--- src/rtl/spi_pkg.sv ---
// spi_pkg: shared FSM state type and SPI mode encodings for spi_slave
package spi_pkg;
  typedef enum logic [1:0] {IDLE, LOAD, SHIFT, DONE} state_t;
  localparam logic [1:0] MODE0 = 2'b00;
  localparam logic [1:0] MODE1 = 2'b01;
  localparam logic [1:0] MODE2 = 2'b10;
  localparam logic [1:0] MODE3 = 2'b11;
endpackage

--- src/rtl/spi_sync.sv ---
// spi_sync: single-bit multi-flop synchronizer with selectable reset value
module spi_sync #(
  parameter int STAGES = 2
) (
  input  logic clk,
  input  logic rst,
  input  logic rst_val,
  input  logic d,
  output logic q
);
  logic [STAGES-1:0] ff;
  // shift the asynchronous input through the flop chain
  always_ff @(posedge clk or posedge rst)
    if (rst) ff <= {STAGES{rst_val}};
    else ff <= {ff[STAGES-2:0], d};
  assign q = ff[STAGES-1];
endmodule

--- src/rtl/spi_slave.sv ---
// spi_slave: oversampled SPI slave, all four modes; SPI_SLAVE_MSB_FIRST_EN selects MSB-first
module spi_slave #(
  parameter int DATA_W      = 8,
  parameter int SYNC_STAGES = 2
) (
  input  logic              clk,
  input  logic              rst,
  input  logic              cpol,
  input  logic              cpha,
  input  logic              sclk,
  input  logic              cs_n,
  input  logic              mosi,
  output logic              miso,
  output logic              miso_oe,
  input  logic [DATA_W-1:0] tx_data,
  input  logic              tx_load,
  output logic              tx_ready,
  output logic [DATA_W-1:0] rx_data,
  output logic              rx_valid,
  output logic              busy,
  output logic              err
);
  import spi_pkg::*;
  localparam int CW = $clog2(DATA_W + 1);
  state_t state, next;
  logic sclk_s, cs_s, mosi_s, sclk_d;
  logic cpol_l, cpha_l;
  logic lead, trail, sample, advance, last, consume;
  logic full, under, out_bit;
  logic [CW-1:0] cnt;
  logic [DATA_W-1:0] tsr, rsr, shadow, tsr_adv, rsr_next;

  spi_sync #(.STAGES(SYNC_STAGES)) u_sclk (.clk(clk), .rst(rst), .rst_val(1'b0), .d(sclk), .q(sclk_s));
  spi_sync #(.STAGES(SYNC_STAGES)) u_cs   (.clk(clk), .rst(rst), .rst_val(1'b1), .d(cs_n), .q(cs_s));
  spi_sync #(.STAGES(SYNC_STAGES)) u_mosi (.clk(clk), .rst(rst), .rst_val(1'b0), .d(mosi), .q(mosi_s));

`ifdef SPI_SLAVE_MSB_FIRST_EN
  assign out_bit  = tsr[DATA_W-1];
  assign tsr_adv  = {tsr[DATA_W-2:0], 1'b0};
  assign rsr_next = {rsr[DATA_W-2:0], mosi_s};
`else
  assign out_bit  = tsr[0];
  assign tsr_adv  = {1'b0, tsr[DATA_W-1:1]};
  assign rsr_next = {mosi_s, rsr[DATA_W-1:1]};
`endif

  // leading edge leaves the latched idle level, trailing edge returns to it
  assign lead    = cpol_l ? (sclk_d & ~sclk_s) : (~sclk_d & sclk_s);
  assign trail   = cpol_l ? (~sclk_d & sclk_s) : (sclk_d & ~sclk_s);
  assign sample  = (state == SHIFT) && !cs_s && (cpha_l ? trail : lead);
  // bit 0 is already on the wire from the load, so shifting starts after the first sample
  assign advance = (state == SHIFT) && !cs_s && (cnt != '0) && (cpha_l ? lead : trail);
  assign last    = sample && (cnt == CW'(DATA_W - 1));
  assign consume = (state == LOAD) || ((state == DONE) && !cs_s);
  assign busy     = (state != IDLE);
  assign miso_oe  = busy;
  assign miso     = busy & out_bit;
  assign tx_ready = ~full;

  // state register
  always_ff @(posedge clk or posedge rst)
    if (rst) state <= IDLE;
    else state <= next;

  // next-state logic; cs_n high in SHIFT ends or aborts the frame
  always_comb begin
    next = state;
    unique case (state)
      IDLE:    next = cs_s ? IDLE : LOAD;
      LOAD:    next = SHIFT;
      SHIFT:   next = cs_s ? IDLE : (last ? DONE : SHIFT);
      DONE:    next = cs_s ? IDLE : SHIFT;
      default: next = IDLE;
    endcase
  end

  // transmit shadow: a same-cycle load lands after the copy into the shift register
  always_ff @(posedge clk or posedge rst)
    if (rst) begin
      shadow <= '0;
      full   <= 1'b0;
    end else begin
      if (consume) begin
        shadow <= '0;
        full   <= 1'b0;
      end
      if (tx_load && !full) begin
        shadow <= tx_data;
        full   <= 1'b1;
      end
    end

  // shift datapath, mode latch, received word and status pulses
  always_ff @(posedge clk or posedge rst)
    if (rst) begin
      sclk_d   <= 1'b0;
      cpol_l   <= 1'b0;
      cpha_l   <= 1'b0;
      cnt      <= '0;
      tsr      <= '0;
      rsr      <= '0;
      rx_data  <= '0;
      rx_valid <= 1'b0;
      err      <= 1'b0;
      under    <= 1'b0;
    end else begin
      sclk_d   <= sclk_s;
      rx_valid <= (state == DONE);
      err      <= ((state == LOAD) && !full) ||
                  ((state == SHIFT) && cs_s && (cnt != '0)) ||
                  (sample && under);
      if (state == IDLE) begin
        cpol_l <= cpol;
        cpha_l <= cpha;
        under  <= 1'b0;
      end
      if (consume) begin
        tsr   <= full ? shadow : '0;
        cnt   <= '0;
        under <= (state == DONE) && !full;
      end
      if (sample) begin
        rsr   <= rsr_next;
        cnt   <= cnt + 1'b1;
        under <= 1'b0;
      end
      if (advance) tsr <= tsr_adv;
      if (state == DONE) rx_data <= rsr;
    end
endmodule

--- config.mk ---
export PLATFORM = sky130hd
export DESIGN_NAME = spi_slave
export DESIGN_NICKNAME = d
export VERILOG_FILES = /design/src/rtl/spi_pkg.sv /design/src/rtl/spi_sync.sv /design/src/rtl/spi_slave.sv
export SDC_FILE = /design/constraint.sdc
export NUM_CORES = 1
export LEC_CHECK = 0
export ABC_AREA = 0
export BUFFER_PORTS_ARGS = -buffer_cell sky130_fd_sc_hd__buf_4
export CAP_MARGIN = 20
export CORE_UTILIZATION = 61
export DETAILED_ROUTE_END_ITERATION = 16
export PLACE_DENSITY = 0.92
export SLEW_MARGIN = 15
export SYNTH_ARGS = -nofsm -noshare
export SYNTH_HDL_FRONTEND = slang
export SYNTH_SLANG_ARGS = --single-unit
--- constraint.sdc ---
create_clock -name clk -period 4.72 [get_ports clk]
set_input_delay 0.708 -clock clk [delete_from_list [all_inputs] [get_ports clk]]
set_output_delay 0.708 -clock clk [all_outputs]
set_load 0.005 [all_outputs]
* After elaboration in Yosys (flattened, before gate mapping)
Cells that the tools add are included.
W data, S select, Z words.
** Storage, ports and cells
- Register bits :: 51
- Bits in latches :: 0
- Memory bits (writable) :: 0
- Bits in read-only memories :: 0
- Bits of input ports :: 16
- Output and inout port bits :: 14
- Word-level logic and storage cells :: 72
- Memories :: 0
** Cells by class
- $add $sub $neg :: 1
- Multipliers :: 0
- Div/mod/pow operators :: 0
- $lt $le $gt $ge :: 0
- Eq/ne operators :: 4
- Shifts and indexed selects :: 0
- Mux-type cells :: 21
- Bitwise logic cells :: 6
- Reduce and logical (&&, ||, !) cells :: 24
** Operators with widths (count)
- $mux W8 :: 5
- $logic_and A1 B1 Y1 :: 12
- $mux W1 :: 11
- $mux W4 :: 2
- $pmux W2 S4 :: 1
- $reduce_bool A2 Y1 :: 4
- $add A4 B1 Y4 const B :: 1
- $eq A2 B2 Y1 const B :: 2
- $eq A4 B3 Y1 const B :: 1
- $mux W2 :: 2
- $reduce_bool A4 Y1 :: 1
- $and A1 B1 Y1 :: 3
- $logic_or A1 B1 Y1 :: 3
- $not A1 Y1 :: 3
- $reduce_bool A3 Y1 :: 1
- $eq A2 B1 Y1 const B :: 1
- $logic_not A1 Y1 :: 2
- $logic_not A2 Y1 :: 1

* Longest topological paths before layout
- Word-level depth :: 9
- Mapped depth :: 6
- Mapped depth without buffers :: 6

* Worst setup path after synthesis
No wires, ideal clock.
- Kind :: register to output
- Start point :: register state[1]
- End point :: output port miso_oe
- Arrival time :: 1017 ps
- Required time :: 4012 ps
- Path slack :: 2995 ps
- Stages on the path, launching flop included :: 5
- Buffers on the path :: 2
- Cells stage by stage :: dfrtp_1 > clkbuf_8 > nor2_1 > inv_1 > buf_4
** On the way
- Word-level cells in the longest chain between the ends :: 1
** RTL lines
- start, declared :: line spi_slave.sv:25 : state_t state, next;
- start signal, assigned :: line spi_slave.sv:63 : else state <= next;
- $reduce_bool A2 Y1 :: line spi_slave.sv:55 : assign busy = (state != IDLE);
- end, declared :: line spi_slave.sv:14 : output logic miso_oe,
No other way between the ends.

* Final worst setup path
Ends and elaborated chain as after synthesis.

==> flow_summary.yaml <==
power:
  p_switching_w: 0.0004307
  p_seq_share_pct: 53.1
  leakage_nw: 1.244
  intPower_w: 0.0008447
  clock_power_share_pct: 14.7
  ir_drop_v: 0.0003013
  switching_share_pct: 33.77
  power-per-cell-area_mw_per_mm2: 509.9
  share_comb_of_total_power_pct: 32.2
  p_total_w: 0.001275
setup_path:
  cp-end-kind: "output pin"
  worst_path_max_delay_cell: "dfrtp_1"
  crit_type: "reg -> out"
  arrival_ns: 1.51
  rrSetupSlack_ns: 2.93
  timing.critical_path.cells: "nor2_1 > inv_1 > buf_4"
  crit_start: "state[1]"
  critPathMaxStageDelay_ns: 0.54
  reg2regPathDepth: 5
  r2r-end: "tsr[3]"
  crit_fanout: 12
  cp-start-kind: "register"
  rr_startpoint: "cnt[0]"
  crit_required_ns: 4.01
yosys:
  async_reset_ff_share_pct: 100.0
  synth_edf_count: 0
  synthCells: 187
  synth.net_count: 205
  synth-main-ff-cell: "dfrtp_1"
  synth-seq-cells: 51
  yosysSeqAreaShare_pct: 57.19
  yosysUniqueCellTypes: 35
  yosysTopAreaCellShare_pct: 54.84
  ys_warn_count: 0
  syn-cell-area_sq_mm: 0.002236
  syn_avg_cell_area_sq_um: 11.96
  synth.top_cells.by_area: "dfrtp_1 (55%), mux2_2 (9.6%), nand2_1 (6.9%), mux2_4 (4.7%), o21ai_0 (3.6%)"
  synth_area_leader_cell: "dfrtp_1"
timing:
  rsz0062_at_grt: "no"
  finClkSkew_ns: 0.01449
  slew_violations: 0
  finalSetupViolations: 0
  period_minus_slack_ns: 2.222
  finalCritPeriodShare_pct: 47.09
  max_freq_ghz: 0.4500
  setup_tns_ns: 0
  hold_viol_final: 0
  tightestPinTransition_ns: 0.8002
  relSlewSlack_pct: 46.54
clocking:
  clkLatencyLatePin_ns: 0.38
  cts_buffers: 5
  cts_buffer_depth: 2
  cts-resized-gates: 0
  numClockSinks: 51
  hold_buffers: 0
  postCtsSetupRepairBufs: 0
  ctsRootBufferMaster: "clkbuf_4"
  cts_tree: "done"
  path_clk_slew_ns: 0.14
  htree_levels: 2
worst_hold_path:
  hp-class: "in -> async"
grt:
  grt.total_usage_pct: 21.17
  grt_first_pass_wirelength_mm: 6.203
  grt_max_degree: 52
  grt_pass1_vias: 1329
  antenna_found_initial: 0
  grt_overflow: 0
final_layout:
  instances_no_fill: 261
  fin_util_pct: 73.22
  drive_above_1_share_pct: 33.49
  fin_nets: 232
  area_growth_pct: 11.86
  antenna_cells: 0
die:
  dieWidth_um: 62.54
  num_rows: 21
  start_util_pct: 65.46
  fp.coreArea_sq_mm: 0.003416
  design.die.area_sq_mm: 0.003911
  die_y_um: 62.54
  top_level_ports: 30
routing:
  drc: 0
  vias: 1361
  dr.pass1.iters: 4
  final_antenna_net_count: 0
  wl_per_cell_um: 13.13
  drt-initial-drc-count: 81
  wirelength_mm: 3.426
  vias_per_cell: 5.215
job:
  cap_violations: 0
outcome:
  status: "finished, final reports clean"
placement:
  hpwlAfterDp_mm: 2.326
  dpl.cell_count: 252
  routabilityCongestion: 0.7726
  portBuffers: 29
[state kept, by name (all words and copies together) (netlist names), 2 cells and up]
register	cells
u_sclk.ff	2
rsr	8
rx_data	8
cnt	4
shadow	8
tsr	8
u_mosi.ff	2
state	2
u_cs.ff	2
[area by class of cell]
type	instances	area, sq um
Sequential cell	51	1279
Fill cell	226	914.6
Multi-Input combinational cell	118	847.1
Timing Repair Buffer	30	237.7
Tap cell	46	57.56
Clock buffer	7	45.04
Inverter	8	30.03
Clock inverter	1	5.005
[how the worst max path moves through the flow]
stage | end | slack, ns | cells after the start
after global routing | miso | 2.31 | 3
after detailed placement | shadow[3] | 2.90 | 3
final | miso_oe | 2.50 | 3
after floorplan | cnt[0] | 2.79 | 1
after global placement | miso | 2.94 | 3
after CTS | miso | 2.47 | 3
[synth_stat cells (2+ instances only)]
master and number:
nor2b_1 3, nand2_1 41, nor3_1 2, clkbuf_8 2, buf_2 3, o21ai_0 16, buf_4 2, a21oi_1 3
nor3b_1 2, mux2_4 7, dfstp_2 2, and2b_2 2, dfrtp_1 49, mux2_2 19, inv_1 8, nor2_1 2
mux2i_1 4, ha_1 2, nand3_1 2
[worst max-delay path, delay by kind of cell, from the launching register on]
| kind | cells | cell delay [ns] |
|---|---|---|
| buffers and inverters | 2 | 0.25 |
| flip-flops | 1 | 0.54 |
| AND/OR/NAND/NOR | 1 | 0.36 |
[cells in the final DEF (no fill, tap or decap), types with 2 or more instances in the layout]
cell type  count
clkbuf_4       5
nand2_1       41
ha_1           2
mux2_2        19
o21ai_0       16
inv_1          7
nand3_1        2
nor3_1         2
mux2i_1        4
clkbuf_1       2
dfrtp_1       49
mux2_4         7
nor2_1         2
a21oi_1        3
nor2b_1        3
dfstp_2        2
and2b_2        2
buf_4         29
nor3b_1        2
[per-layer routing]
layer,GRT usage [%],part of all wire [%],wire [um],vias to the layer above
met5,0,0,0,-
met4,8.721,2.0,70,0
met3,7.117,3.5,120,7
met2,32.61,47,1620,26
met1,27.58,47,1613,652
li1,-,-,-,676
[cells by family after synthesis]
| logic type | Yosys count | synth area share, % |
|---|---|---|
| simple gates | 59 | 13.10 |
| compound gates | 25 | 6.492 |
| buf+inv | 18 | 4.924 |
| flops | 51 | 57.19 |
| mux | 30 | 16.06 |
| fa+ha+maj | 2 | 1.119 |
| xor+xnor | 2 | 1.119 |
[power groups by stage]
stage,Combinational (W),Sequential (W),Clock (W)
4_1_cts,0.000413,0.000675,0.000193
2_1_floorplan,0.000349,0.000638,0
6_report,0.000411,0.000677,0.000188
5_1_grt,0.000462,0.000698,0.000216
3_3_place_gp,0.000396,0.000677,0
3_5_place_dp,0.000411,0.000684,0
[per-stage QoR]
| step | setup WS [ns] | area (sq um) | hold slack, ns |
|---|---|---|---|
| 2_1_floorplan | 2.786 | 2236 | 0.3312 |
| 3_3_place_gp | 2.943 | 2431 | 0.3320 |
| 3_5_place_dp | 2.895 | 2431 | 0.3347 |
| 4_1_cts | 2.471 | 2481 | 0.3654 |
| 5_1_grt | 2.313 | 2501 | 0.2259 |
| 6_report | 2.498 | 2501 | 0.2432 |
Note: power is estimated with default switching activity, not from simulation.
